### src/rtl/hazard_ctrl_pkg.sv
// Shared definitions for the pipeline hazard sequencer: state encodings,
// forwarding selects, register-zero constant and a source-match helper.
package hazard_ctrl_pkg;

  localparam int unsigned REG_W = 5;
  localparam int unsigned FWD_W = 2;

  localparam logic [REG_W-1:0] REG_ZERO = 5'd0;

  typedef enum logic {
    ST_RUN     = 1'b0,
    ST_MD_WAIT = 1'b1
  } state_e;

  typedef enum logic [FWD_W-1:0] {
    FWD_REG = 2'd0,
    FWD_E   = 2'd1,
    FWD_M   = 2'd2
  } fwd_sel_e;

  // True when a used source register matches a non-zero destination
  function automatic logic src_match(input logic [REG_W-1:0] dest,
                                     input logic [REG_W-1:0] src,
                                     input logic             uses);
    return uses && (dest != REG_ZERO) && (dest == src);
  endfunction

endpackage

### src/rtl/hazard_ctrl_md_occupancy_timer.sv
// Mul/div occupancy down-counter. Loaded at issue with (cycles-1), decremented
// while the sequencer waits, cleared on abort. done_o flags the final wait cycle.
module md_occupancy_timer #(
  parameter int unsigned MUL_CYCLES = 4,
  parameter int unsigned DIV_CYCLES = 32
) (
  input  logic clk,
  input  logic reset,
  input  logic load_i,
  input  logic op_i,
  input  logic dec_i,
  input  logic abort_i,
  output logic done_o
);

  localparam int unsigned MAX_CYC = (DIV_CYCLES > MUL_CYCLES) ? DIV_CYCLES : MUL_CYCLES;
  localparam int unsigned TW      = (MAX_CYC > 2) ? $clog2(MAX_CYC) : 1;

  localparam logic [TW-1:0] MUL_LD = TW'(MUL_CYCLES - 1);
  localparam logic [TW-1:0] DIV_LD = TW'(DIV_CYCLES - 1);

  logic [TW-1:0] cnt_q;
  logic [TW-1:0] cnt_d;

  // Next count: abort clears, issue loads, waiting decrements toward zero
  always_comb begin
    cnt_d = cnt_q;
    if (abort_i) begin
      cnt_d = '0;
    end else if (load_i) begin
      cnt_d = op_i ? DIV_LD : MUL_LD;
    end else if (dec_i && (cnt_q != '0)) begin
      cnt_d = cnt_q - TW'(1);
    end
  end

  // Counter register
  always_ff @(posedge clk) begin
    if (reset) begin
      cnt_q <= '0;
    end else begin
      cnt_q <= cnt_d;
    end
  end

  // The decrement this cycle brings the count to zero
  assign done_o = (cnt_q <= TW'(1));

endmodule

### src/rtl/hazard_ctrl.sv
// Pipeline hazard sequencer: stall/wipe control for PC, IF/ID and D/E,
// mul/div occupancy, optional forwarding selects, saturating stall counter.
// Optional feature: define FORWARDING_EN to generate forwarding selects
// (only load-use then stalls for RAW); otherwise RAW stalls until writeback.
module hazard_ctrl
  import hazard_ctrl_pkg::*;
#(
  parameter int unsigned MUL_CYCLES = 4,
  parameter int unsigned DIV_CYCLES = 32,
  parameter int unsigned CNT_W      = 16
) (
  input  logic             clk,
  input  logic             reset,
  input  logic [REG_W-1:0] d_rs,
  input  logic [REG_W-1:0] d_rt,
  input  logic             d_uses_rs,
  input  logic             d_uses_rt,
  input  logic             d_jump,
  input  logic             d_md_start,
  input  logic             d_md_op,
  input  logic [REG_W-1:0] e_dest,
  input  logic             e_reg_write,
  input  logic             e_mem_read,
  input  logic             e_branch_taken,
  input  logic [REG_W-1:0] m_dest,
  input  logic             m_reg_write,
  output logic             stall_f,
  output logic             stall_d,
  output logic             wipe_f,
  output logic             wipe_d,
  output logic [FWD_W-1:0] fwd_a,
  output logic [FWD_W-1:0] fwd_b,
  output logic             md_busy,
  output logic             md_abort,
  output logic [CNT_W-1:0] stall_cnt
);

  state_e           state_q;
  state_e           state_d;
  logic [CNT_W-1:0] stall_cnt_q;
  logic [CNT_W-1:0] stall_cnt_d;

  logic md_load;
  logic md_dec;
  logic md_clr;
  logic md_done;

  logic e_rs;
  logic e_rt;
  logic m_rs;
  logic m_rt;
  logic load_use;
  logic raw_stall;

  // Source/destination matches against the execute and memory stages
  assign e_rs = e_reg_write && src_match(e_dest, d_rs, d_uses_rs);
  assign e_rt = e_reg_write && src_match(e_dest, d_rt, d_uses_rt);
  assign m_rs = m_reg_write && src_match(m_dest, d_rs, d_uses_rs);
  assign m_rt = m_reg_write && src_match(m_dest, d_rt, d_uses_rt);

  assign load_use = e_mem_read && (e_rs || e_rt);

`ifdef FORWARDING_EN
  assign raw_stall = 1'b0;

  // Operand selects: non-load execute result beats memory result
  always_comb begin
    fwd_a = FWD_REG;
    fwd_b = FWD_REG;
    if (!reset) begin
      if (e_rs && !e_mem_read) begin
        fwd_a = FWD_E;
      end else if (m_rs) begin
        fwd_a = FWD_M;
      end
      if (e_rt && !e_mem_read) begin
        fwd_b = FWD_E;
      end else if (m_rt) begin
        fwd_b = FWD_M;
      end
    end
  end
`else
  // Without forwarding any pending write to a used source stalls decode
  assign raw_stall = e_rs || e_rt || m_rs || m_rt;
  assign fwd_a     = FWD_REG;
  assign fwd_b     = FWD_REG;
`endif

  md_occupancy_timer #(
    .MUL_CYCLES (MUL_CYCLES),
    .DIV_CYCLES (DIV_CYCLES)
  ) u_md_timer (
    .clk     (clk),
    .reset   (reset),
    .load_i  (md_load),
    .op_i    (d_md_op),
    .dec_i   (md_dec),
    .abort_i (md_clr),
    .done_o  (md_done)
  );

  // Prioritised next-state and stall/wipe decode
  always_comb begin
    state_d  = state_q;
    stall_f  = 1'b0;
    stall_d  = 1'b0;
    wipe_f   = 1'b0;
    wipe_d   = 1'b0;
    md_busy  = 1'b0;
    md_abort = 1'b0;
    md_load  = 1'b0;
    md_dec   = 1'b0;
    md_clr   = 1'b0;
    if (reset) begin
      wipe_f  = 1'b1;
      wipe_d  = 1'b1;
      state_d = ST_RUN;
    end else if (e_branch_taken) begin
      // The branch is older than any mul/div waiting in execute
      wipe_f = 1'b1;
      wipe_d = 1'b1;
      if (state_q == ST_MD_WAIT) begin
        md_abort = 1'b1;
        md_clr   = 1'b1;
        state_d  = ST_RUN;
      end
    end else if (state_q == ST_MD_WAIT) begin
      md_busy = 1'b1;
      stall_f = 1'b1;
      stall_d = 1'b1;
      wipe_d  = 1'b1;
      md_dec  = 1'b1;
      if (md_done) begin
        state_d = ST_RUN;
      end
    end else if (load_use || raw_stall) begin
      stall_f = 1'b1;
      stall_d = 1'b1;
      wipe_d  = 1'b1;
    end else if (d_jump) begin
      wipe_f = 1'b1;
    end else if (d_md_start) begin
      md_load = 1'b1;
      state_d = ST_MD_WAIT;
    end
  end

  // Saturating count of stalled fetch cycles
  always_comb begin
    stall_cnt_d = stall_cnt_q;
    if (stall_f && (stall_cnt_q != '1)) begin
      stall_cnt_d = stall_cnt_q + CNT_W'(1);
    end
  end

  // State and counter registers
  always_ff @(posedge clk) begin
    if (reset) begin
      state_q     <= ST_RUN;
      stall_cnt_q <= '0;
    end else begin
      state_q     <= state_d;
      stall_cnt_q <= stall_cnt_d;
    end
  end

  assign stall_cnt = stall_cnt_q;

endmodule

### config.mk
export PLATFORM = sky130hd
export DESIGN_NAME = hazard_ctrl
export DESIGN_NICKNAME = d
export VERILOG_FILES = /design/src/rtl/hazard_ctrl_pkg.sv /design/src/rtl/hazard_ctrl_md_occupancy_timer.sv /design/src/rtl/hazard_ctrl.sv
export SDC_FILE = /design/constraint.sdc
export NUM_CORES = 1
export LEC_CHECK = 0
export BUFFER_PORTS_ARGS = -buffer_cell sky130_fd_sc_hd__clkbuf_2
export CAP_MARGIN = 20
export CORE_MARGIN = 4
export CORE_UTILIZATION = 37
export DETAILED_ROUTE_END_ITERATION = 10
export MAX_ROUTING_LAYER = met4
export PLACE_DENSITY = 0.67
export SLEW_MARGIN = 40
export SYNTH_ARGS = -nofsm -noshare
export SYNTH_HDL_FRONTEND = slang
export SYNTH_SLANG_ARGS = --single-unit
### constraint.sdc
create_clock -name clk -period 2.25 [get_ports clk]
set_clock_uncertainty 0.1 [all_clocks]
set_input_delay 0.45 -clock clk [delete_from_list [all_inputs] [get_ports clk]]
set_output_delay 0.45 -clock clk [all_outputs]
set_load 0.005 [all_outputs]
==> impl_metrics.csv <==
group,metric,value,unit
layout,area_growth,49.1,%
global_route,grt_use_total,15.9,%
global_route,grt_busiest_layer,"met2",
global_route,use_met3,1.65,%
global_route,grt_pass1_vias,1481,
pwr,switching_share,27.3,%
route,drtIter0Drc,60,
timing,setup_ws,-135,ps
synth,synth_edf_count,0,
timing,rsz0062_at_grt,"yes",
floorplanning,die_h,72.7,um
synth,netlist_top_cells_count,"dfxtp_1 (22), xor2_1 (19), a21oi_1 (15)",
synth,ys_seq_elements,22,
timing,slew_violations,0,
status,violations,"setup timing",
setup_path,crit_family,"compound AO/OA/AOI/OAI gates",
floorplanning,initial_utilization,38.5,%
global_route,antenna_found_initial,0,
synth,yosysSeqAreaShare,28.4,%
timing,setup_viol,7,
clocking,clkTransAtPathRegs,70,ps
synth,synth_top_area_share,28.4,%
clocking,clkSinkCount,22,
pwr,peakVddDrop,0.175,mV
floorplanning,core_area,4030,sq um
setup_path,crit_buf_inv,3,
floorplanning,ios,57,
synth,yosysMostFrequentCell,"dfxtp_1",
global_route,overflow,0,
floorplanning,placementRows,23,
setup_path,cpPeakStageDelay,300,ps
synth,avgSynthCellArea,8.16,sq um
timing,post-route-period-util,106,%
floorplanning,dieArea,5290,sq um
setup_path,cp_max_fo,8,
route,vias,1655,
setup_path,crit_start,"e_dest[2]",
setup_path,path_class,"primary input to output port",
pwr,powerDensity,367,nW/um^2
setup_path,critPathArrivalTime,1840,ps
setup_path,rrSetupSlack,100,ps
setup_path,endpoint,"stall_f",
clocking,root_buffer,"clkbuf_8",
setup_path,startpoint_type,"primary input",
synth,yosys.area.top_type,"dfxtp_1",
route,drc,0,
layout,diodes,0,
synth,synthCells,190,
synth,async_flop_share,0,%
job,maxCapViolCount,0,
synth,yosysWarnings,0,
worst_hold_path,min_path_type,"register to register",
setup_path,path_depth,8,
route,ant_nets,0,
placement,hpwl,3.16,mm
timing,timing.fmax,419,MHz
route,routed_wl,4.23,mm
clocking,clk_latency,260,ps
layout,nets,297,
layout,drive_above_1_share,44.2,%
clocking,clock_path_buffers,2,
pwr,total_power,0.000847,W
pwr,p_int,0.000616,W
clocking,tritoncts,"built",
pwr,leakage,0.944,nW
synth,synth_area_leaders,"dfxtp_1 (28%), xor2_1 (11%), a21oi_1 (4.8%)",
clocking,htree_levels,1,
global_route,grt_max_degree,24,
setup_path,crit_path_end_kind,"output port",
setup_path,r2r_cells,6,
timing,hold_viol_final,0,
placement,place.gp.congestion,0.832,
synth,synth_area,1550,sq um
pwr,p_sw,0.000231,W
setup_path,path_cells,"buf_4 -> xor2_4 -> nor4_4 -> a32oi_2 -> o221a_4 -> buf_12 -> nor2_4 -> clkbuf_2",
placement,place_area,1980,sq um
placement,io_buffers,51,
layout,final_design_area_no_fill,2310,sq um
pwr,p_comb_share,24.3,%
worst_hold_path,whs_path_depth,1,
synth,ys_types,44,
global_route,met2_usage,25.4,%
global_route,grtUsageMet1,20.9,%
setup_path,critPathRequiredTime,1700,ps
pwr,pwr-share-seq,47.0,%
global_route,grt_pass1_wl,6.72,mm
clocking,cts_made_buffers,3,
timing,timing.setup.tns,-623,ps
pwr,power.share.clock,28.7,%
status,status,"complete, but fails checks",
synth,synthFlopType,"dfxtp_1",
setup_path,r2r_start,"stall_cnt[3]",
timing,fin_crit,2390,ps
setup_path,critPathSlowestCell,"nor4_4",
floorplanning,die_w,72.7,um
route,drt-wirelength-per-cell,13.6,um
setup_path,rr_endpoint,"stall_cnt[14]",
route,drt-pass1-iter-count,4,
route,vias_per_cell,5.34,
## metrics by stage
| step | cells | hold slack [ps] | util (%) | setup slack [ps] |
|---|---|---|---|---|
| floorplan | 193 | 367 | - | -29.5 |
| global placement | 302 | 375 | 49.0 | -283 |
| detailed placement | 302 | 380 | 49.0 | -344 |
| CTS | 310 | 399 | 52.9 | -134 |
| global route | 310 | 436 | 57.4 | -202 |
| finish | 310 | 395 | 57.4 | -135 |
## sequential cells by signal, summed over array words and instances (netlist names)
register and flops:
u_md_timer.cnt_q 5, state_q 1, stall_cnt 16
## area by class of cell
type	instances	area, sq um
sequential	22	440
clock buffer	3	41.3
fill	374	1720
inverter	4	15.0
multi-input combinational	155	1250
tap	50	62.6
timing repair buffer	76	499
## power groups by stage
| stage | clock, W | sequential [W] | combinational [W] |
|---|---|---|---|
| 2_1_floorplan | 0 | 0.000406 | 0.0000854 |
| 3_3_place_gp | 0 | 0.000407 | 0.000157 |
| 4_1_cts | 0.000249 | 0.000398 | 0.000179 |
| 5_1_grt | 0.000261 | 0.000399 | 0.000224 |
| 6_report | 0.000243 | 0.000399 | 0.000206 |
| 3_5_place_dp | 0 | 0.000408 | 0.000160 |
## per-layer routing
layer | up-vias | routed length, um
met5 | - | 0
met4 | 0 | 77
met1 | 767 | 1860
met3 | 6 | 247
met2 | 50 | 2040
li1 | 832 | -
## worst register-to-register path: cells and delay by family (launching register included)
kind               cells  cell delay (ps)
AOI/OAI and AO/OA      1              130
DFF                    1              360
and+or+nand+nor        5             1480
## cell usage in the layout (no fill, tap or decap), types with 2 or more instances in the layout
| cell type | Yosys | layout |
|---|---|---|
| a21oi_1 | 15 | 11 |
| a21oi_2 | 0 | 4 |
| and2_1 | 3 | 3 |
| and3_1 | 3 | 3 |
| buf_4 | 5 | 24 |
| buf_6 | 1 | 4 |
| clkbuf_2 | 0 | 45 |
| clkbuf_8 | 0 | 4 |
| conb_1 | 1 | 4 |
| dfxtp_1 | 22 | 22 |
| ha_1 | 4 | 4 |
| inv_1 | 4 | 4 |
| mux2_4 | 0 | 4 |
| nand2_1 | 12 | 11 |
| nand2b_1 | 2 | 2 |
| nand3_1 | 5 | 5 |
| nand4_1 | 8 | 8 |
| nand4b_1 | 3 | 3 |
| nor2_1 | 12 | 11 |
| nor2b_1 | 5 | 5 |
| nor3_4 | 0 | 2 |
| nor4_2 | 1 | 3 |
| o21ai_0 | 10 | 8 |
| o21ai_4 | 0 | 2 |
| o31ai_1 | 3 | 3 |
| or3_1 | 3 | 2 |
| or4_1 | 7 | 3 |
| or4_4 | 0 | 4 |
| xnor2_1 | 5 | 5 |
| xor2_1 | 19 | 16 |
| xor2_2 | 0 | 2 |
## how the worst min path moves through the flow
stage / startpoint / endpoint / slack (ps)
global route: stall_cnt[5] / stall_cnt[5] / 440
detailed placement: stall_cnt[5] / stall_cnt[5] / 380
finish: stall_cnt[5] / stall_cnt[5] / 400
global placement: stall_cnt[5] / stall_cnt[5] / 370
floorplan: stall_cnt[5] / stall_cnt[5] / 370
CTS: stall_cnt[5] / stall_cnt[5] / 400
## repair_timing
| item | in CTS | in global routing |
|---|---|---|
| pin swaps | 11 | 11 |
| hold buffers | 0 | 0 |
| cloned | 1 | 0 |
| setup endpoints to repair | 14 | 16 |
| setup buffers | 4 | 0 |
| gates resized for setup | 15 | 43 |
## cell families (layout without fill, tap and decap cells)
family / count (synthesis) / count (layout) / synth area share [%]
AND/OR/NAND/NOR: 80 / 80 / 30.3
AO/OA/AOI/OAI: 38 / 38 / 15.0
XOR/XNOR: 24 / 24 / 13.6
flip-flops: 22 / 22 / 28.4
buffers and inverters: 16 / 83 / 5.73
multiplexers: 5 / 5 / 3.55
adder cells (fa/ha/maj): 4 / 4 / 3.23
other: 1 / 4 / 0.242
No activity file was read; power rests on OpenSTA's default activity.
